===== src/rtl/bcd_pkg.sv =====
`default_nettype none
// ============================================================================
//  Module   : bcd_pkg
//  Purpose  : Shared types and constants for the serial BCD adder controller.
//  Revision : 1.0  initial release
// ============================================================================
package bcd_pkg;

    localparam int BCD_DIGIT_W = 4;
    localparam int BCD_MAX     = 9;
    localparam int BCD_CORR    = 6;

    typedef enum logic [1:0] {
        IDLE = 2'd0,
        ADD  = 2'd1,
        DONE = 2'd2
    } state_t;

endpackage : bcd_pkg
`default_nettype wire


===== src/rtl/bcd_digit_add.sv =====
`default_nettype none
// ============================================================================
//  Module   : bcd_digit_add
//  Purpose  : Combinational single-digit BCD adder with decimal carry.
//  Revision : 1.0  initial release
// ============================================================================
module bcd_digit_add
    import bcd_pkg::*;
(
    input  logic [BCD_DIGIT_W-1:0] da_i,
    input  logic [BCD_DIGIT_W-1:0] db_i,
    input  logic                   ci_i,
    output logic [BCD_DIGIT_W-1:0] digit_o,
    output logic                   co_o
);

    logic [BCD_DIGIT_W:0] w_sum;
    logic [BCD_DIGIT_W:0] w_sum_corr;

    assign w_sum      = {1'b0, da_i} + {1'b0, db_i} + {{BCD_DIGIT_W{1'b0}}, ci_i};
    assign w_sum_corr = w_sum + (BCD_DIGIT_W+1)'(BCD_CORR);
    assign co_o       = (w_sum > (BCD_DIGIT_W+1)'(BCD_MAX));
    // Non-BCD inputs still follow the same rule; only the low nibble survives.
    assign digit_o    = co_o ? w_sum_corr[BCD_DIGIT_W-1:0] : w_sum[BCD_DIGIT_W-1:0];

endmodule : bcd_digit_add
`default_nettype wire


===== src/rtl/bcd_serial_add_ctrl.sv =====
`default_nettype none
// ============================================================================
//  Module   : bcd_serial_add_ctrl
//  Purpose  : Digit-serial N-digit BCD adder with valid/ready on both sides.
//  Revision : 1.0  initial release
// ============================================================================
module bcd_serial_add_ctrl
    import bcd_pkg::*;
#(
    parameter int DIGITS = 4
) (
    input  logic                          clk,
    input  logic                          rst,
    input  logic                          in_valid,
    output logic                          in_ready,
    input  logic [BCD_DIGIT_W*DIGITS-1:0] a,
    input  logic [BCD_DIGIT_W*DIGITS-1:0] b,
    input  logic                          cin,
    output logic                          out_valid,
    input  logic                          out_ready,
    output logic [BCD_DIGIT_W*DIGITS-1:0] sum,
    output logic                          cout,
    output logic                          err,
    output logic                          busy
);

    localparam int W     = BCD_DIGIT_W * DIGITS;
    localparam int CNT_W = (DIGITS > 1) ? $clog2(DIGITS) : 1;
    localparam logic [CNT_W-1:0] CNT_LAST = CNT_W'(DIGITS - 1);

    state_t                 state_q;
    logic [CNT_W-1:0]       cnt_q;
    logic                   carry_q;
    logic [W-1:0]           a_q;
    logic [W-1:0]           b_q;
    logic [W-1:0]           sum_q;
    logic                   cout_q;
    logic                   err_q;
    logic                   out_valid_q;

    logic [BCD_DIGIT_W-1:0] w_digit;
    logic                   w_dc;
    logic                   w_bad;
    logic [W+BCD_DIGIT_W-1:0] w_sum_cat;
    logic [W-1:0]           sum_d;

    bcd_digit_add u_digit_add (
        .da_i    (a_q[BCD_DIGIT_W-1:0]),
        .db_i    (b_q[BCD_DIGIT_W-1:0]),
        .ci_i    (carry_q),
        .digit_o (w_digit),
        .co_o    (w_dc)
    );

    // New digits enter at the top so the LS digit ends up at the bottom after DIGITS shifts.
    assign w_sum_cat = {w_digit, sum_q};
    assign sum_d     = w_sum_cat[W+BCD_DIGIT_W-1:BCD_DIGIT_W];

    always_comb begin
        w_bad = 1'b0;
        for (int i = 0; i < DIGITS; i++) begin
            if ((a[i*BCD_DIGIT_W +: BCD_DIGIT_W] > BCD_DIGIT_W'(BCD_MAX)) ||
                (b[i*BCD_DIGIT_W +: BCD_DIGIT_W] > BCD_DIGIT_W'(BCD_MAX))) begin
                w_bad = 1'b1;
            end
        end
    end

    always_ff @(posedge clk or posedge rst) begin
        if (rst) begin
            state_q     <= IDLE;
            cnt_q       <= '0;
            carry_q     <= 1'b0;
            a_q         <= '0;
            b_q         <= '0;
            sum_q       <= '0;
            cout_q      <= 1'b0;
            err_q       <= 1'b0;
            out_valid_q <= 1'b0;
        end else begin
            case (state_q)
                IDLE: begin
                    if (in_valid) begin
                        a_q     <= a;
                        b_q     <= b;
                        carry_q <= cin;
                        err_q   <= w_bad;
                        cnt_q   <= '0;
                        sum_q   <= '0;
                        state_q <= ADD;
                    end
                end
                ADD: begin
                    sum_q   <= sum_d;
                    a_q     <= a_q >> BCD_DIGIT_W;
                    b_q     <= b_q >> BCD_DIGIT_W;
                    carry_q <= w_dc;
                    if (cnt_q == CNT_LAST) begin
                        cout_q      <= w_dc;
                        out_valid_q <= 1'b1;
                        state_q     <= DONE;
                    end else begin
                        cnt_q <= cnt_q + 1'b1;
                    end
                end
                DONE: begin
                    if (out_ready) begin
                        out_valid_q <= 1'b0;
                        state_q     <= IDLE;
                    end
                end
                default: begin
                    state_q <= IDLE;
                end
            endcase
        end
    end

    assign in_ready  = (state_q == IDLE);
    assign busy      = (state_q == ADD) || (state_q == DONE);
    assign out_valid = out_valid_q;
    assign sum       = sum_q;
    assign cout      = cout_q;
    assign err       = err_q;

endmodule : bcd_serial_add_ctrl
`default_nettype wire


===== config.mk =====
export PLATFORM = sky130hd
export DESIGN_NAME = bcd_serial_add_ctrl
export DESIGN_NICKNAME = d
export VERILOG_FILES = /design/src/rtl/bcd_pkg.sv /design/src/rtl/bcd_digit_add.sv /design/src/rtl/bcd_serial_add_ctrl.sv
export SDC_FILE = /design/constraint.sdc
export NUM_CORES = 1
export LEC_CHECK = 0
export ABC_CLOCK_PERIOD_IN_PS = 2350
export CORE_UTILIZATION = 37
export CTS_CLUSTER_DIAMETER = 60
export DETAILED_ROUTE_END_ITERATION = 10
export SLEW_MARGIN = 20
export SYNTH_ARGS = -nofsm -noshare
export SYNTH_HDL_FRONTEND = slang
export SYNTH_SLANG_ARGS = --single-unit

===== constraint.sdc =====
create_clock -name clk -period 2.35 [get_ports clk]
set_clock_uncertainty 0.05 [all_clocks]
set_input_delay 0.47 -clock clk [delete_from_list [all_inputs] [get_ports clk]]
set_output_delay 0.47 -clock clk [all_outputs]
set_load 0.02 [all_outputs]

==> summary.txt <==
CTS
  • CTS tree: built
  • Post-cts sizing count: 0
  • Deepest clock path buffer count: 2
  • CTS root buffer: clkbuf_8
  • Clock latency on the worst-skew pair: 310 ps
  • CTS Buf Count: 5
  • CTS clk-pin slew, worst paths: 100 ps
  • H-tree depth: 2
  • Clk sinks: 56

Critical path
  • Crit path max fanout: 4
  • Crit-path max cell delay: 550 ps
  • Setup CP Type: reg2reg
  • Arrival @ worst endpoint: 2510 ps
  • Slowest stage cell, crit path: fa_2
  • CP dominant cell by count: fa_2
  • Worst EP required: 2510 ps
  • Critical-path cell list: fa_2 -> fa_2 -> inv_2 -> ha_4 -> nor2b_4 -> a31oi_4 -> nor2_1 -> o211ai_1 -> nand2_1
  • Worst reg2reg startpoint: carry_q
  • Crit start category: register
  • Reg2reg setup slack: -5 ps
  • Worst reg2reg path endpoint: sum[15]
  • R2R cell count: 9
  • Crit. End Element: register

Hold path
  • Hold Path Origin: a_q[10]
  • Hold crit path type: reg2reg
  • Hold Path Sink: a_q[10]
  • Hold Path Stages: 2

Synthesis
  • Synth async-reset ratio: 100.0%
  • Synth top area share: 50.31%
  • Synth Instances: 269
  • Largest cells by area after synthesis: dfrtp_1 (50%), mux2i_1 (9.3%), o21ai_0 (6.5%)
  • Sequential area share after synthesis: 50.31%
  • Mean area per synthesized cell: 10.35 um^2
  • Syn nets: 316
  • Top-count cell post-synth: dfrtp_1
  • Seq cells post-synth: 56
  • List of most frequent post-synthesis cells: dfrtp_1 (56), nand2_1 (44), o21ai_0 (36)
  • Number of flops mapped to enable cells by yosys: 0
  • Post-synth top area cell: dfrtp_1
  • Ys Warns: 0
  • Mapped Area: 2785 um^2
  • Unique masters post-synth: 36
  • Ys flop type: dfrtp_1

Final layout
  • Footprint of the multi-input gates: 1334 um^2
  • Final net count: 381
  • Fillers: 721
  • P&R area growth vs syn: 33.38%
  • Register area: 1401 um^2
  • Share of layout cells above drive strength 1: 10.75%
  • Antenna Cells: 0

Die
  • Starting Density: 38.40%
  • Die Wd: 88.76 um
  • IO Pins: 58
  • Die height: 88.76 um
  • Core Footprint: 7253 um^2
  • Die area: 7878 um^2
  • Site Rows: 31

Routing
  • 1st-iter DRT viols: 86
  • First drt pass iteration count: 4
  • Drt total wl: 6190 um
  • Vias per cell: 5.058
  • DRC Markers: 0
  • Post-DRT Antenna Nets: 0
  • Via count: 2195
  • DR WL/cell: 14.26 um

Timing
  • Final Hold Vio Count: 0
  • Setup TNS: -10.80 ps
  • Setup-failing EPs final: 2
  • RSZ-0062 raised after global routing: true
  • Fin crit share: 100.2%
  • Slew @ Worst Pin: 507.1 ps
  • Fmax: 424.6 MHz
  • Tmin final: 2355 ps
  • Max-slew violations: 0
  • Worst setup margin: -5.417 ps
  • Max-slew headroom: 66.15%

Global routing
  • Grt ovf: 0
  • First-pass GRT wire length: 10560 um
  • Largest net degree at the start of global routing: 31
  • Total GRT Usage: 17.58%
  • Number of global-route vias before repair: 2222
  • Initial antenna violation count: 0

Pwr
  • Pwr dens: 1392 nW/um^2
  • Peak supply drop: 437.5 uV
  • Leakage: 1.601 nW

Place
  • Number of port buffers: 57
  • Dpl ws: -39.96 ps
  • Final GP Congestion: 0.7891
  • Estimated wirelength of the detail-placed design: 4679 um

Outcome
  • Run status: complete, but fails checks
  • Failing checks: negative setup slack

Flow run
  • MaxCap Viol Count: 0
cells by family after synthesis:
logic type               count (synthesis)  synth area share, %
AO/OA/AOI/OAI                           82                18.46
XOR/XNOR                                 3               0.9436
adder cells (fa/ha/maj)                 10                5.032
buffers and inverters                   24                4.133
flip-flops                              56                50.31
multiplexers                            27                10.15
AND/OR/NAND/NOR                         67                10.96
cell usage in the layout (no fill, tap or decap), drive strengths merged, types with 2 or more instances in the layout:
master,netlist,routed
clkdlybuf4s50,0,57
dfrtp,56,56
nand2,44,44
o21ai,40,40
mux2i,27,27
buf,10,16
a22o,13,13
a21oi,12,12
inv,9,9
ha,8,8
nor2,7,7
clkbuf,5,7
nand4,5,5
nor2b,5,5
a32o,3,3
o31ai,3,3
a31oi,3,3
nor3,2,2
o311ai,2,2
fa,2,2
xnor2,2,2
how the worst max path moves through the flow:
stage,from,to,slack (ps),depth (start not counted)
2_1_floorplan,b_q[0],sum[14],-20,8
3_3_place_gp,b_q[0],sum[14],-20,8
3_5_place_dp,b_q[0],sum[14],-40,8
4_1_cts,carry_q,sum[15],-20,9
5_1_grt,carry_q,carry_q,-110,8
6_report,carry_q,sum[15],-5,9
stage by stage:
step                instance area [um^2]  hold slack, ps  util, %  total power, mW  std cells
floorplan                           2848           399.6        -            3.693        269
global placement                    3613           411.7    49.82            4.555        425
detailed placement                  3613           420.1    49.82            4.615        425
CTS                                 3707           444.0    51.11            5.178        433
global route                        3715           467.6    51.22            5.603        434
finish                              3715           438.0    51.22            5.170        434
area by class of cell:
class | count | share of cell area (%)
repair buffers | 73 | 19.60
clock buffers | 7 | 2.324
clock inverters | 1 | 0.2021
well taps | 99 | 3.334
flip-flops and latches | 56 | 37.72
multi-input cells | 189 | 35.90
inverters | 9 | 0.9094
flip-flops by register name (all words and copies together), names as in the netlist:
signal	count
carry_q	1
cout	1
sum	16
err	1
a_q	16
state_q	2
cnt_q	2
b_q	16
out_valid	1
where the power goes:
group | internal (mW) | switching [mW] | total (mW)
Combinational | 1.44 | 1.61 | 3.05
Sequential | 1.33 | 0.232 | 1.56
Clock | 0.241 | 0.315 | 0.556
Total | 3.01 | 2.16 | 5.17
layer usage:
metal,up-vias,part of all wire (%),GRT usage (%)
met5,-,0,0
met3,6,3.8,3.172
met2,56,49,30.21
met4,0,0.97,4.839
met1,1039,46,22.78
li1,1094,-,-
repair_timing:
item	4_1_cts	5_1_grt
hold buffers	0	0
cloned	0	0
pin swaps	4	3
setup endpoints to repair	3	4
buffers inserted	0	1
critical path, delay by kind of cell, from the launching register on:
kind                     cells  cell delay [ps]
AO/OA/AOI/OAI                2              370
adder cells (fa/ha/maj)      3             1110
buffers and inverters        1               50
flip-flops                   1              420
AND/OR/NAND/NOR              3              260
Power figures use the tool's default switching activity.
